**src/rtl/serial_fetch_decode.sv**
```systemverilog
// serial_fetch_decode
//   Fetch/decode stage behind the program counter of the serial R-type core.
//   When the PC changes, or on the first pass after reset, the block fetches
//   the instruction word over a req/ack handshake. It latches the word into
//   the instruction register and decodes the R-type fields. It then steps the
//   bit-serial datapath through XLEN LSB-first bit slots.
//
//   Optional build macro: FETCH_TIMEOUT_EN
//   When defined, a fetch watchdog is built. A fetch that gets no ack within
//   TIMEOUT cycles is abandoned, ir is loaded with a NOP, and illegal pulses.
//
// Ports
//   clk, reset      clock; synchronous active-high reset
//   i_pc_in         current PC (byte address)
//   o_mem_req       fetch request, held until acknowledged
//   o_mem_addr      word-aligned fetch address
//   i_mem_ack       memory acknowledge; i_mem_rdata is valid in the same cycle
//   i_mem_rdata     fetched instruction word
//   o_ir            instruction register
//   o_rd/o_rs1/o_rs2, o_funct3, o_funct7, o_is_rtype   decoded fields
//   o_bit_valid     serial slot active
//   o_bit_idx       current serial bit index
//   o_exec_done     one-cycle pulse at the end of a serial pass
//   o_illegal       one-cycle pulse on misaligned PC, non-R-type opcode or timeout
//   o_busy          high whenever the FSM is not idle
//
// state    | meaning
// ---------+---------------------------------------------------------
// S_IDLE   | watching the PC for a change
// S_FETCH  | request outstanding, waiting for ack
// S_DECODE | fields decoded; branch to SHIFT or flag illegal opcode
// S_SHIFT  | stepping bit_idx 0..XLEN-1
// S_DONE   | exec_done pulse, then back to IDLE
module serial_fetch_decode #(
  parameter int XLEN    = 32,
  parameter int TIMEOUT = 16
) (
  input  logic        clk,
  input  logic        reset,
  input  logic [31:0] i_pc_in,
  output logic        o_mem_req,
  output logic [31:0] o_mem_addr,
  input  logic        i_mem_ack,
  input  logic [31:0] i_mem_rdata,
  output logic [31:0] o_ir,
  output logic [4:0]  o_rd,
  output logic [4:0]  o_rs1,
  output logic [4:0]  o_rs2,
  output logic [2:0]  o_funct3,
  output logic [6:0]  o_funct7,
  output logic        o_is_rtype,
  output logic        o_bit_valid,
  output logic [5:0]  o_bit_idx,
  output logic        o_exec_done,
  output logic        o_illegal,
  output logic        o_busy
);

  localparam logic [6:0]  OPC_RTYPE = 7'b0110011;
  localparam logic [31:0] NOP_INSN  = 32'h0000_0013;
  localparam logic [5:0]  LAST_IDX  = 6'(XLEN - 1);

  typedef enum logic [2:0] {
    S_IDLE,
    S_FETCH,
    S_DECODE,
    S_SHIFT,
    S_DONE
  } state_t;

  state_t      r_state;
  state_t      w_next_state;

  logic [31:0] r_pc_last;
  logic        r_primed;
  logic        r_mem_req;
  logic [31:0] r_mem_addr;
  logic [31:0] r_ir;
  logic [4:0]  r_rd;
  logic [4:0]  r_rs1;
  logic [4:0]  r_rs2;
  logic [2:0]  r_funct3;
  logic [6:0]  r_funct7;
  logic        r_is_rtype;
  logic [5:0]  r_bit_idx;
  logic        r_illegal;

  logic        w_trigger;
  logic        w_misaligned;
  logic        w_start_fetch;
  logic        w_ack;
  logic        w_last_bit;
  logic        w_timeout;

  // PC changes while busy are not latched; the comparison is simply repeated
  // once the FSM is back in IDLE, so only the newest PC gets fetched.
  assign w_trigger     = (r_state == S_IDLE) && (!r_primed || (i_pc_in != r_pc_last));
  assign w_misaligned  = (i_pc_in[1:0] != 2'b00);
  assign w_start_fetch = w_trigger && !w_misaligned;
  assign w_ack         = (r_state == S_FETCH) && r_mem_req && i_mem_ack;
  assign w_last_bit    = (r_bit_idx == LAST_IDX);

`ifdef FETCH_TIMEOUT_EN
  localparam int                WAIT_W    = (TIMEOUT > 1) ? $clog2(TIMEOUT) : 1;
  localparam logic [WAIT_W-1:0] WAIT_LOAD = WAIT_W'(TIMEOUT - 1);

  // Down-counter loaded with the cycle count for the first FETCH cycle. The
  // watchdog fires in the FETCH cycle where it reads zero, so the request is
  // high for exactly TIMEOUT cycles. An ack in that same cycle still wins.
  logic [WAIT_W-1:0] r_wait_cnt;

  always_ff @(posedge clk) begin
    if (reset) begin
      r_wait_cnt <= '0;
    end else if (w_start_fetch) begin
      r_wait_cnt <= WAIT_LOAD;
    end else if ((r_state == S_FETCH) && (r_wait_cnt != '0)) begin
      r_wait_cnt <= r_wait_cnt - 1'b1;
    end
  end

  assign w_timeout = (r_state == S_FETCH) && !i_mem_ack && (r_wait_cnt == '0);
`else
  assign w_timeout = 1'b0;
`endif

  always_ff @(posedge clk) begin
    if (reset) begin
      r_state <= S_IDLE;
    end else begin
      r_state <= w_next_state;
    end
  end

  always_comb begin
    w_next_state = r_state;
    case (r_state)
      S_IDLE:   if (w_start_fetch) w_next_state = S_FETCH;
      S_FETCH: begin
        if (w_ack)          w_next_state = S_DECODE;
        else if (w_timeout) w_next_state = S_IDLE;
      end
      S_DECODE: w_next_state = r_is_rtype ? S_SHIFT : S_IDLE;
      S_SHIFT:  if (w_last_bit) w_next_state = S_DONE;
      S_DONE:   w_next_state = S_IDLE;
      default:  w_next_state = S_IDLE;
    endcase
  end

  // Fields are decoded straight from the returning word at the ack edge. This
  // makes them, and an illegal-opcode pulse, visible during the DECODE cycle.
  always_ff @(posedge clk) begin
    if (reset) begin
      r_pc_last  <= '0;
      r_primed   <= 1'b0;
      r_mem_req  <= 1'b0;
      r_mem_addr <= '0;
      r_ir       <= '0;
      r_rd       <= '0;
      r_rs1      <= '0;
      r_rs2      <= '0;
      r_funct3   <= '0;
      r_funct7   <= '0;
      r_is_rtype <= 1'b0;
      r_bit_idx  <= '0;
      r_illegal  <= 1'b0;
    end else begin
      r_illegal <= 1'b0;

      if (w_trigger) begin
        r_pc_last <= i_pc_in;
        r_primed  <= 1'b1;
        if (w_misaligned) begin
          r_illegal <= 1'b1;
        end else begin
          r_mem_req  <= 1'b1;
          r_mem_addr <= {i_pc_in[31:2], 2'b00};
        end
      end

      if (w_ack) begin
        r_mem_req  <= 1'b0;
        r_ir       <= i_mem_rdata;
        r_rd       <= i_mem_rdata[11:7];
        r_funct3   <= i_mem_rdata[14:12];
        r_rs1      <= i_mem_rdata[19:15];
        r_rs2      <= i_mem_rdata[24:20];
        r_funct7   <= i_mem_rdata[31:25];
        r_is_rtype <= (i_mem_rdata[6:0] == OPC_RTYPE);
        r_illegal  <= (i_mem_rdata[6:0] != OPC_RTYPE);
      end

      if (w_timeout) begin
        r_mem_req <= 1'b0;
        r_ir      <= NOP_INSN;
        r_illegal <= 1'b1;
      end

      if (r_state == S_SHIFT) begin
        r_bit_idx <= w_last_bit ? 6'd0 : r_bit_idx + 6'd1;
      end
    end
  end

  assign o_mem_req   = r_mem_req;
  assign o_mem_addr  = r_mem_addr;
  assign o_ir        = r_ir;
  assign o_rd        = r_rd;
  assign o_rs1       = r_rs1;
  assign o_rs2       = r_rs2;
  assign o_funct3    = r_funct3;
  assign o_funct7    = r_funct7;
  assign o_is_rtype  = r_is_rtype;
  assign o_bit_valid = (r_state == S_SHIFT);
  assign o_bit_idx   = r_bit_idx;
  assign o_exec_done = (r_state == S_DONE);
  assign o_illegal   = r_illegal;
  assign o_busy      = (r_state != S_IDLE);

endmodule

```
**config.mk**
```make
export PLATFORM = sky130hd
export DESIGN_NAME = serial_fetch_decode
export DESIGN_NICKNAME = d
export VERILOG_FILES = /design/src/rtl/serial_fetch_decode.sv
export SDC_FILE = /design/constraint.sdc
export NUM_CORES = 1
export LEC_CHECK = 0
export ABC_CLOCK_PERIOD_IN_PS = 2300
export CORE_MARGIN = 2
export CORE_UTILIZATION = 48
export CTS_CLUSTER_SIZE = 10
export DETAILED_ROUTE_END_ITERATION = 12
export PLACE_DENSITY = 0.89
export SLEW_MARGIN = 20
export SYNTH_ARGS = -nofsm -noshare
export SYNTH_HDL_FRONTEND = slang
export SYNTH_SLANG_ARGS = --single-unit
```
**constraint.sdc**
```tcl
create_clock -name clk -period 2.3 [get_ports clk]
set_input_delay 0.345 -clock clk [delete_from_list [all_inputs] [get_ports clk]]
set_output_delay 0.345 -clock clk [all_outputs]
set_load 0.02 [all_outputs]
```
# Word level (Yosys, flattened, before mapping)
# Cells that the tools add are included.
# word_totals
reg_bits,132
input_bits,67
output_inout_bits,101
elab_cells,49
# classes
addsub,1
eq_ne,11
mux,9
n_bitwise,1
reduce_logical,13
# op_table
op,count
32-bit inequality test,1
3-bit case mux with 4 select lines,1
3-bit 2-to-1 mux,3
"7-bit by 6-bit == test with 1-bit output, second input constant",1
"7-bit by 6-bit inequality test with 1-bit output, second input constant",1
"6-bit by 1-bit adder with 6-bit output, second input constant",1
"3-bit by 2-bit == test with 1-bit output, second input constant",2
"6-bit by 5-bit == test with 1-bit output, second input constant",1
6-bit 2-to-1 mux,1
1-bit logical AND,4
"2-bit inequality test, second input constant",2
"3-bit by 1-bit == test with 1-bit output, second input constant",1
"3-bit == test, second input constant",1
3-bit zero test,1
1-bit 2-to-1 mux,3
3-bit AND reduction,1
3-bit nonzero test,1
1-bit zero test,2
2-bit 2-to-1 mux,1
"2-bit by 1-bit inequality test with 1-bit output, second input constant",1
2-bit AND reduction,1
2-bit nonzero test,1
2-bit OR reduction,1
1-bit logical OR,1
1-bit inverter,1

# Depth between registers and ports, before layout
# logic_depth
depth_word,6
mapped_depth,8
depth_no_buf,6

# Worst setup path after synthesis
# OpenSTA, ideal clock, no wires.
# synth_timing
path_type,input port to flip-flop
from,in i_pc_in[21]
to,reg r_pc_last[26]
arrival_time_ps,1646
required_time_ps,2164
setup_slack_ps,518
stages,8
n_path_buf,3
cell_sequence,xnor2_1 -> nand3_1 -> or3_1 -> clkbuf_1 -> buf_2 -> buf_2 -> a22oi_1 -> o311ai_1
# synth_via
elab_chain_len,3
# synth_lines
item,line,rtl
"start, declared",40,"input logic [31:0] i_pc_in,"
32-bit inequality test,97,assign w_trigger = (r_state == S_IDLE) && (!r_primed || (i_pc_in != r_pc_last));
1-bit logical OR,97,
1-bit logical AND,97,
"end signal, assigned",171,r_pc_last <= i_pc_in;
"end, declared",74,logic [31:0] r_pc_last;
# Every way passes these cells.
# A chain may end at the register's enable or synchronous reset.

# Final worst setup path
# layout_timing
from,reg r_state[0]
to,out o_bit_valid
# layout_via
elab_chain_len,1
# layout_lines
item,line,rtl
"start, declared",71,state_t r_state;
"start signal, assigned",131,r_state <= w_next_state;
3-bit by 2-bit == test with 1-bit output,214,assign o_bit_valid = (r_state == S_SHIFT);
"end, declared",52,"output logic o_bit_valid,"
# Every way passes these cells.

==> results.txt <==
- The most used flip-flop cell after synthesis is sky130_fd_sc_hd__dfxtp_1.
- In this run the deepest clock path goes through 2 buffers.
* Data arrival at the endpoint of the critical path: roughly 1.8 ns
- Share of synthesized flip-flops with an asynchronous set or reset: 0%
- The multi-input combinational cells in the finished layout cover a total of 3227 um2.
- The number of placed instances, taps included, is 985.
- Most common library cell in the layout ignoring fill and taps: sky130_fd_sc_hd__clkdlybuf4s50_1
- Status: finished clean
- The synthesized design contains 0 enable-type register cells.
- The Yosys step of the flow raised 0 warnings.
* Routed Wire Length: roughly 17,000 um
* Die Wd: 114.4 um
- During I/O placement, the number of pins put on the boundary was 168.
- Half-perimeter wire length after placement: 11,440 um
- Max-cap violations in this run came to 0.
- The worst setup path is of the register to output port kind.
* Maximum level of the CTS H-tree: 3
- For this run, the slowest stage of the critical path takes 0.67 ns.
* Leak Pwr: between 2 and 3 nW
* Clock tree from TritonCTS: yes
* Number of inserted filler cells in the final layout: roughly 950
- The number of global-route vias before repair came to ~5.5k.
* Cell at the root of the clock tree: sky130_fd_sc_hd__clkbuf_16
- PostCTS Resize Cnt: 0
- Buffers inserted during post-CTS setup optimization: 0
- Min-delay worst type: register to register
- The die covers 13,090 um2.
- Maximum fanout count along the critical path: 8
- Startpoint type of the worst setup path: register
- Post-synthesis to final-layout area growth: 35.96%
- Total via count in the routed design: 6,044
- Post-route non-filler standard cell count: 1,000
- In this run the tightest slew margin relative to its limit is 41.70%.
* Height of the chip: about 110 um
* Number of remaining DRC errors: 0
- Diode insertion count for antenna repair: 0
- Critical path required time: 1.96 ns
- For the worst-skew pair, the clock arrives at the later sink with an insertion delay of 0.36 ns.
* Number of different library cells in the post-synthesis netlist: 44
* CTS buffer count: 9
* Cell Pwr Density: roughly 600 nW/um2
- Of the cells placed in the final design, the portion with a size suffix greater than 1 is between 6 and 7%.
- Summed over all layers, the global routing overflow is 0.
- Post-layout instance area: 7956 um2
- In this run, the number of DRC markers left after iteration 0 of detailed routing was between 700 and 800.
- Area occupied by registers: 2142 um2
- The initial utilization of the core area, before any placement, comes to 48.92%.
- STA classifies the critical path endpoint as an output port.
- Flip-flop and latch count after synthesis: 107
* Gr usage total: 26.35%
- In this run the remaining antenna-violating nets after routing total 0.
- For this run, the detailed router's first-pass iteration total came to 5.
- Core region area: 11,960 um2
* Worst-margin pin slew: between 0.8 and 0.9 ns
* Worst-case hold slack: 0.4552 ns
- Post-Syn Instances: roughly 740
* Per-cell routed wire length: 17.34 um
- # port buffers: 165
* Post-layout min period: roughly 2.2 ns
- Summing all placed instances gives a cell area of around 7600 um2.
- Ratio of routed vias to standard cells: 6.044
- In the finished design, the share of the clock period the worst path needs comes to 94.76%.
- Once routing completed, OpenROAD measured the worst setup slack at around 0.12 ns.
- Number of slew-limit violations in the final report: 0
- Setup violations remaining at the end of the flow were counted as 0.
* Number of antenna violations at the first check in global routing: 0
- Static timing analysis puts the maximum clock frequency at approximately 460 MHz.
- Global placer's final weighted congestion: roughly 0.82
- Worst setup timing slack at the placement stage: -0.1440 ns
* Master of the slowest instance on the critical path: sky130_fd_sc_hd__clkdlybuf4s50_1
- Averaged over all synthesized cells, the footprint is 7.876 um2.
- Top library cells by usage in the layout, fill and taps aside: sky130_fd_sc_hd__clkdlybuf4s50_1 (164), sky130_fd_sc_hd__dfxtp_1 (107), sky130_fd_sc_hd__nand2_1 (104)
- Cts hold-fix bufs: 0
- Critical path, cell by cell: nand2_1, nor2_2, clkdlybuf4s50_1
* Largest net degree at the start of global routing: 106
* RSZ-0062 raised after global routing: false
- Clock-pin slew was measured on the worst setup and hold paths at 0.07 ns.
* Wire length of the first global-routing pass: roughly 28,000 um
- Accumulated negative setup slack: 0 ns
- Clock sinks: about 110
- Netlist Area Pre-Place: 5852 um2
* Worst vdd ir: 395.2 uV
- Worst clock skew: 0.01047 ns
* Portion of the post-synthesis area used by sequential elements: 36.60%
- The final number of hold-violating endpoints came to 0.
* Final Net Count: 917
* Total number of placement rows: 40
[critical path, delay by kind of cell, from the launching register on]
family | cells | cell delay, ns
and+or+nand+nor | 2 | 0.35
buffers and inverters | 1 | 0.67
DFF | 1 | 0.46
[layer usage]
layer  vias to the layer above  share of wire, %  GRT usage (%)
met3                        30               8.1          5.188
li1                       2895                 -              -
met2                       301                48          43.91
met5                         -                 0              0
met1                      2818                42          33.53
met4                         0               2.3          10.41
[state kept, by name (all words and copies together), names as in the netlist]
signal,flops
o_mem_req,1
o_bit_idx,6
o_is_rtype,1
r_state,3
r_primed,1
r_pc_last,32
o_illegal,1
o_mem_addr,30
o_ir,32
[worst paths after layout]
kind | startpoint | end | slack (ns) | cells past startpoint
worst max register to register | r_state[2]$_SDFFE_PP0P_ | r_pc_last[14]$_SDFFE_PP0P_ | 0.21 | 6
worst min register to register | o_ir[5]$_SDFFE_PP0P_ | o_ir[5]$_SDFFE_PP0P_ | 0.46 | 2
worst max-delay path | r_state[0]$_SDFFE_PP0P_ | o_bit_valid | 0.12 | 3
worst min-delay path | o_ir[5]$_SDFFE_PP0P_ | o_ir[5]$_SDFFE_PP0P_ | 0.46 | 2
[area by class of cell]
type                    instances  area share (%)
repair buffers                193           25.57
clock inverters                 4           1.227
multi-input cells             533           40.56
clock buffers                  11           3.177
inverters                       5          0.2359
well taps                     147           2.312
flip-flops and latches        107           26.92
[synth_stat cells, types with 3 or more instances]
library cell | instances | share of area [%]
sky130_fd_sc_hd__nor2_1 | 66 | 4.2
sky130_fd_sc_hd__nand4_1 | 70 | 7.5
sky130_fd_sc_hd__buf_1 | 4 | 0.26
sky130_fd_sc_hd__inv_1 | 3 | 0.19
sky130_fd_sc_hd__a21oi_1 | 39 | 3.3
sky130_fd_sc_hd__xnor2_1 | 33 | 4.9
sky130_fd_sc_hd__a22oi_1 | 59 | 7.6
sky130_fd_sc_hd__nor2b_1 | 61 | 6.5
sky130_fd_sc_hd__buf_4 | 27 | 3.5
sky130_fd_sc_hd__nand2_1 | 105 | 6.7
sky130_fd_sc_hd__nor3_1 | 4 | 0.34
sky130_fd_sc_hd__buf_2 | 12 | 1.0
sky130_fd_sc_hd__clkbuf_1 | 56 | 3.6
sky130_fd_sc_hd__o211ai_1 | 3 | 0.38
sky130_fd_sc_hd__nand3_1 | 5 | 0.43
sky130_fd_sc_hd__o311ai_1 | 57 | 8.5
sky130_fd_sc_hd__dfxtp_1 | 107 | 37
sky130_fd_sc_hd__o21ai_0 | 4 | 0.34
[kinds of logic after synthesis]
family	Yosys count	share of synthesized area (%)
AND/OR/NAND/NOR	327	28.16
AO/OA/AOI/OAI	168	21.04
flip-flops	107	36.60
buffers and inverters	104	8.659
XOR/XNOR	34	5.089
adder cells (fa/ha/maj)	1	0.2138
other	1	0.06408
multiplexers	1	0.1711
[power breakdown]
| group | switching [mW] | leakage [nW] | internal (mW) | total (mW) |
|---|---|---|---|---|
| clock network | 0.702 | 0.168 | 1.12 | 1.82 |
| logic | 0.475 | 1.63 | 0.458 | 0.933 |
| registers | 0.0836 | 0.880 | 1.99 | 2.07 |
| total | 1.26 | 2.68 | 3.56 | 4.82 |
[metrics by stage]
stage,power (mW),util [%]
2_1_floorplan,2.639,-
3_3_place_gp,3.010,63.59
3_5_place_dp,3.026,63.59
4_1_cts,4.840,66.52
5_1_grt,5.000,66.52
6_report,4.822,66.52
Power figures use the tool's default switching activity.
==> RTL change 1, RTL diff (config.mk and constraints unchanged) <==
`XLEN`: 32 -> 31.
--- a/src/rtl/serial_fetch_decode.sv
+++ b/src/rtl/serial_fetch_decode.sv
@@ -33,5 +33,5 @@
 // S_DONE   | exec_done pulse, then back to IDLE
 module serial_fetch_decode #(
-  parameter int XLEN    = 32,
+  parameter int XLEN    = 31,
   parameter int TIMEOUT = 16
 ) (
Behaviour: no difference found for any inputs over 4 cycles, from zero or initial values and one cycle with reset high; that may be too few to reach the edited logic, so the function may still have changed.
==> RTL change 1 against the original RTL <==
- core utilization up 0.82 points
- sequential cell count unchanged
- final area shrank 17%
- combinational power down 35%
- wire length shrank 30%
- sequential share of layout area increased by 5.6 points
- highest routed layer unchanged
- synthesized area shrank 18%
- worst setup slack worse by 9.0 ps
- count of clock-buffer cells in the layout increased by 1
- global-route usage is 4.6 points lower
- total power decreased by 25%
- critical endpoint is now o_mem_addr[31]
- first-iteration DRC count fell by 83%
==> RTL change 1: results (changes against the original RTL) <==
| Metric | Value |
|---|---|
| Crit-path max FO | 17 (was 8) |
| Crit-path leading delay family | simple AND/OR/NAND/NOR gates (was buffers and inverters) |
| Layout Skew | 12.1 ps (was 10.5 ps) |
| Non-clk bufs | 178 (was 193) |
| Gr usage total | 0.218 (was 0.263) |
| Share of async-settable or async-resettable flops after synthesis | 0 (unchanged) |
| Status | finished, final reports clean (unchanged) |
| Filler cell count | 779 (was 953) |
| Sw frac | 0.257 (was 0.261) |
| DR pass1 iterations | 4 (was 5) |
| Root buf cell | clkbuf_8 (was clkbuf_16) |
| Leakage | 0.00247 uW (was 0.00268 uW) |
| DRT iter0 DRCs | 124 (was 747) |
| Commonest cells in the netlist | dfxtp_1, nand2b_1, nand2_1, mux2i_1, a21oi_1 (was dfxtp_1, nand2_1, nand4_1, nor2_1, nor2b_1) |
| Seq/Total Area, Yosys | 0.444 (was 0.366) |
| HPWL after DPL | 9.02 mm (was 11.4 mm) |
| Largest net degree at the start of global routing | 68 (was 106) |
| Vias per cell | 5.01 (was 6.04) |
| R2R depth | 7 (was 6) |
| Fin nets | 725 (was 917) |
| Register area | 2140 um^2 (unchanged) |
| Peak supply drop | 0.256 mV (was 0.395 mV) |
| Clk tree area frac | 0.0243 (was 0.0440) |
| Routed WL per cell | 15.2 um (was 17.3 um) |
| Multi-input logic area | 2300 um^2 (was 3230 um^2) |
| Yosys cell types | 42 (was 44) |
| RD Place Congestion | 0.869 (was 0.818) |
| Clkbuf count | 12 (was 11) |
| CTS clk-pin slew, worst paths | 100 ps (was 70 ps) |
| Critical path data required time | 2580 ps (was 1960 ps) |
| Area contributors post-synth | dfxtp_1, mux2i_1, nand2b_1 (was dfxtp_1, o311ai_1, a22oi_1) |
| Slew HR | 0.584 (was 0.417) |
| Global-route wire length before repair | 19.2 mm (was 27.7 mm) |
| Layout cells sized above 1 | 0.0515 (was 0.0668) |
| Non-clock buffering overhead | 0.273 (was 0.256) |
-- RTL change 1: cell count changes after synthesis, moves of 53 or more --
cell / change
nand2b_1: +87
nand4_1: -60
nor2b_1: -60
a22oi_1: -59
o311ai_1: -57
mux2i_1: +56
nor2_1: -53
-- RTL change 1: cells by family (layout without fill, tap and decap cells) --
group | Yosys count | after routing | synth area share
AOI/OAI and AO/OA | 51 | 51 | 0.0581
xor gates and xnor gates | 33 | 33 | 0.0599
adders and majority gates | 2 | 2 | 0.00518
buffers and inverters | 63 | 198 | 0.0814
DFF | 107 | 107 | 0.444
muxes | 57 | 57 | 0.118
other | 1 | 2 | 0.000777
and+or+nand+nor | 210 | 210 | 0.233
-- RTL change 1: power by group through the flow --
stage               combinational, uW  sequential, uW  clock (uW)
finish                            607            1990        1010
global placement                  594            2030           0
floorplan                         299            2060           0
detailed placement                606            2030           0
CTS                               610            1990        1060
global route                      649            2000        1110
-- RTL change 1: final timing paths --
path | endpoint | from | slack [ps]
worst max-delay path | o_mem_addr[31] | i_pc_in[19] | 110
worst min register to register | o_ir[3] | o_ir[3] | 460
worst max register to register | o_mem_addr[31] | r_pc_last[7] | 190
worst min-delay path | o_ir[3] | o_ir[3] | 460
-- RTL change 1: stage by stage --
step	area (um^2)	instances	setup TNS [ps]	hold WS, ps	setup WS, ps
final	6580	793	0	464	112
after global routing	6580	793	0	482	24.7
after CTS	6580	793	0	448	150
after detailed placement	6420	778	-7590	453	-227
after global placement	6420	778	-5250	445	-114
after floorplan	4830	525	0	440	289
-- RTL change 1: routing by layer --
metal	part of all wire	routed length (um)	global-route usage
met5	0	0	0
met4	0.019	233	0.0714
met2	0.48	5770	0.370
met1	0.44	5250	0.268
met3	0.067	806	0.0570
==> RTL change 2, RTL diff (same flow settings) <==
Without the edit above. One comparison of `r_bit_idx` changes from == to >=.
--- a/src/rtl/serial_fetch_decode.sv
+++ b/src/rtl/serial_fetch_decode.sv
@@ -99,5 +99,5 @@
   assign w_start_fetch = w_trigger && !w_misaligned;
   assign w_ack         = (r_state == S_FETCH) && r_mem_req && i_mem_ack;
-  assign w_last_bit    = (r_bit_idx == LAST_IDX);
+  assign w_last_bit    = (r_bit_idx >= LAST_IDX);
 
 `ifdef FETCH_TIMEOUT_EN
Formal check against the unedited RTL: same outputs for any inputs over 4 cycles, from zero or initial values and one cycle with reset high; that may be too few to reach the edited logic, so the function may still have changed.
==> RTL change 2 against the original RTL <==
- the flow now finishes with violations (negative setup slack)
- synthesized area decreased by 20%
- die area decreased by 20%
- clock skew increased by 9.3 ps
- final area decreased by 16%
- worst setup slack got worse by 130 ps
- critical path type is now in -> reg
- sequential cell count unchanged
- total power decreased by 21%
- largest cell class is now registers
- fmax decreased by 5.7%
- worst hold slack got worse by 65 ps
- wire length decreased by 20%
==> RTL change 2: results (changes against the original RTL) <==
| Metric | Value |
|---|---|
| Status | finished, violations left (was finished, final reports clean) |
| Violated checks | negative setup slack |
| Layout Skew | 19.8 ps (was 10.5 ps) |
| Area contributors post-synth | dfxtp_1, a21oi_1, o21ai_0 (was dfxtp_1, o311ai_1, a22oi_1) |
| Crit-path max FO | 11 (was 8) |
| Global-route met3 utilization | 0.0678 (was 0.0519) |
| Met1 wire length | 5.65 mm (was 7.27 mm) |
| Worst Hold Class | in -> reg (was reg -> reg) |
| Num CTS Buffers | 9 (unchanged) |
| DRT iter0 DRCs | 297 (was 747) |
| Fin nets | 793 (was 917) |
| Skew-Pair Late Insertion Delay | 370 ps |
| Leakage | 0.00243 uW (was 0.00268 uW) |
| Top sig layer | met4 (unchanged) |
| Post-Synth Adder-Cell Area | 0.00268 (was 0.00214) |
| Share of async-settable or async-resettable flops after synthesis | 0 (unchanged) |
| DP Area | 6420 um^2 (was 7610 um^2) |
| Commonest cells in the netlist | dfxtp_1, a21oi_1, nand2_1, o21ai_0, nand3_1 (was dfxtp_1, nand2_1, nand4_1, nor2_1, nor2b_1) |
| M2 GR Usage | 0.442 (was 0.439) |
| Seq/Total Area, Yosys | 0.459 (was 0.366) |
| Routed WL | 13.8 mm (was 17.3 mm) |
| Yosys cell types | 40 (was 44) |
| XOR/XNOR share of the synthesized area | 0.0601 (was 0.0509) |
| RD Place Congestion | 0.822 (was 0.818) |
| Gr usage total | 0.253 (was 0.263) |
| Compound-Gate Fraction of Synth Area | 0.189 (was 0.210) |
| PnR worst setup slack | -12.3 ps (was 121 ps) |
| Layout cells sized above 1 | 0.114 (was 0.0668) |
| Met3 routed WL | 1.03 mm (was 1.41 mm) |
| CTS clk-pin slew, worst paths | 110 ps (was 70 ps) |
| DR pass1 iterations | 5 (unchanged) |
| Clock Path Buffers | 2 (unchanged) |
| Routed wl met2 | 6.84 mm (was 8.26 mm) |
| Global-route wire length before repair | 21.3 mm (was 27.7 mm) |
| GR Util met1 | 0.301 (was 0.335) |
| ANT cells | 0 (unchanged) |
| Vias in the first global route | 4574 (was 5520) |
| Peak supply drop | 0.393 mV (was 0.395 mV) |
| Final setup viols | 2 (was 0) |
| Filler cell count | 693 (was 953) |
| HPWL after DPL | 9.43 mm (was 11.4 mm) |
| Count of warnings emitted by yosys | 0 (unchanged) |
| Initial antenna violation count | 0 (unchanged) |
| Mux contribution to synthesized area | 0 (was 0.00171) |
| DP Worst Slack | -656 ps (was -144 ps) |
| # H-tree levels | 3 (unchanged) |
| IO Port Bufs | 165 (unchanged) |
| Via Count | 4747 (was 6044) |
| Largest net degree at the start of global routing | 38 (was 106) |
| Root buf cell | clkbuf_8 (was clkbuf_16) |
| NetSw | 1120 uW (was 1260 uW) |
RTL change 2: timing repair:
item                                    CTS  global route
setup buffers                             0             1
endpoints found under the setup margin   62            64
pin swaps                                 1             6
hold endpoints to repair                  0             0
resized for setup                         5            15
gates cloned                              0             1
RTL change 2: worst paths after layout:
| check | start | to | slack, ps | cells past startpoint |
|---|---|---|---|---|
| worst max register to register | r_pc_last[18] | r_pc_last[19] | 110 | 9 |
| worst min-delay path | reset | o_bit_idx[2] | 390 | 2 |
| worst max-delay path | i_pc_in[18] | r_pc_last[19] | -10 | 10 |
| worst min register to register | o_ir[5] | o_ir[5] | 460 | 2 |
RTL change 2: critical path, stage by stage:
cell and delay, ps:
clkdlybuf4s50_1 440, xor2_1 190, nor4_2 400, nand4_1 190, buf_4 180, nor4_4 210
buf_6 170, buf_8 140, o21ai_0 130, a21oi_1 200
RTL change 2: through the flow:
stage / utilization / cells / power, uW / setup TNS, ps
floorplan: - / 573 / 2390 / 0
global placement: 0.688 / 841 / 2720 / -31740
detailed placement: 0.688 / 841 / 2750 / -37490
CTS: 0.710 / 857 / 3820 / -6.28
global route: 0.717 / 859 / 3980 / -475
finish: 0.717 / 859 / 3830 / -18.1
RTL change 2: cell type report:
| class | instances | area share |
|---|---|---|
| flip-flops and latches | 107 | 0.320 |
| multi-input cells | 389 | 0.317 |
| repair buffers | 214 | 0.309 |
| well taps | 129 | 0.0241 |
| clock buffers | 9 | 0.0185 |
| clock inverters | 7 | 0.00898 |
| inverters | 4 | 0.00262 |
RTL change 2: power by group through the flow:
stage	Sequential [uW]	Combinational [uW]	Clock [uW]
after floorplan	2090	297	0
after global placement	2050	669	0
after detailed placement	2050	692	0
after CTS	2010	700	1110
after global routing	2020	768	1190
final	2010	715	1100
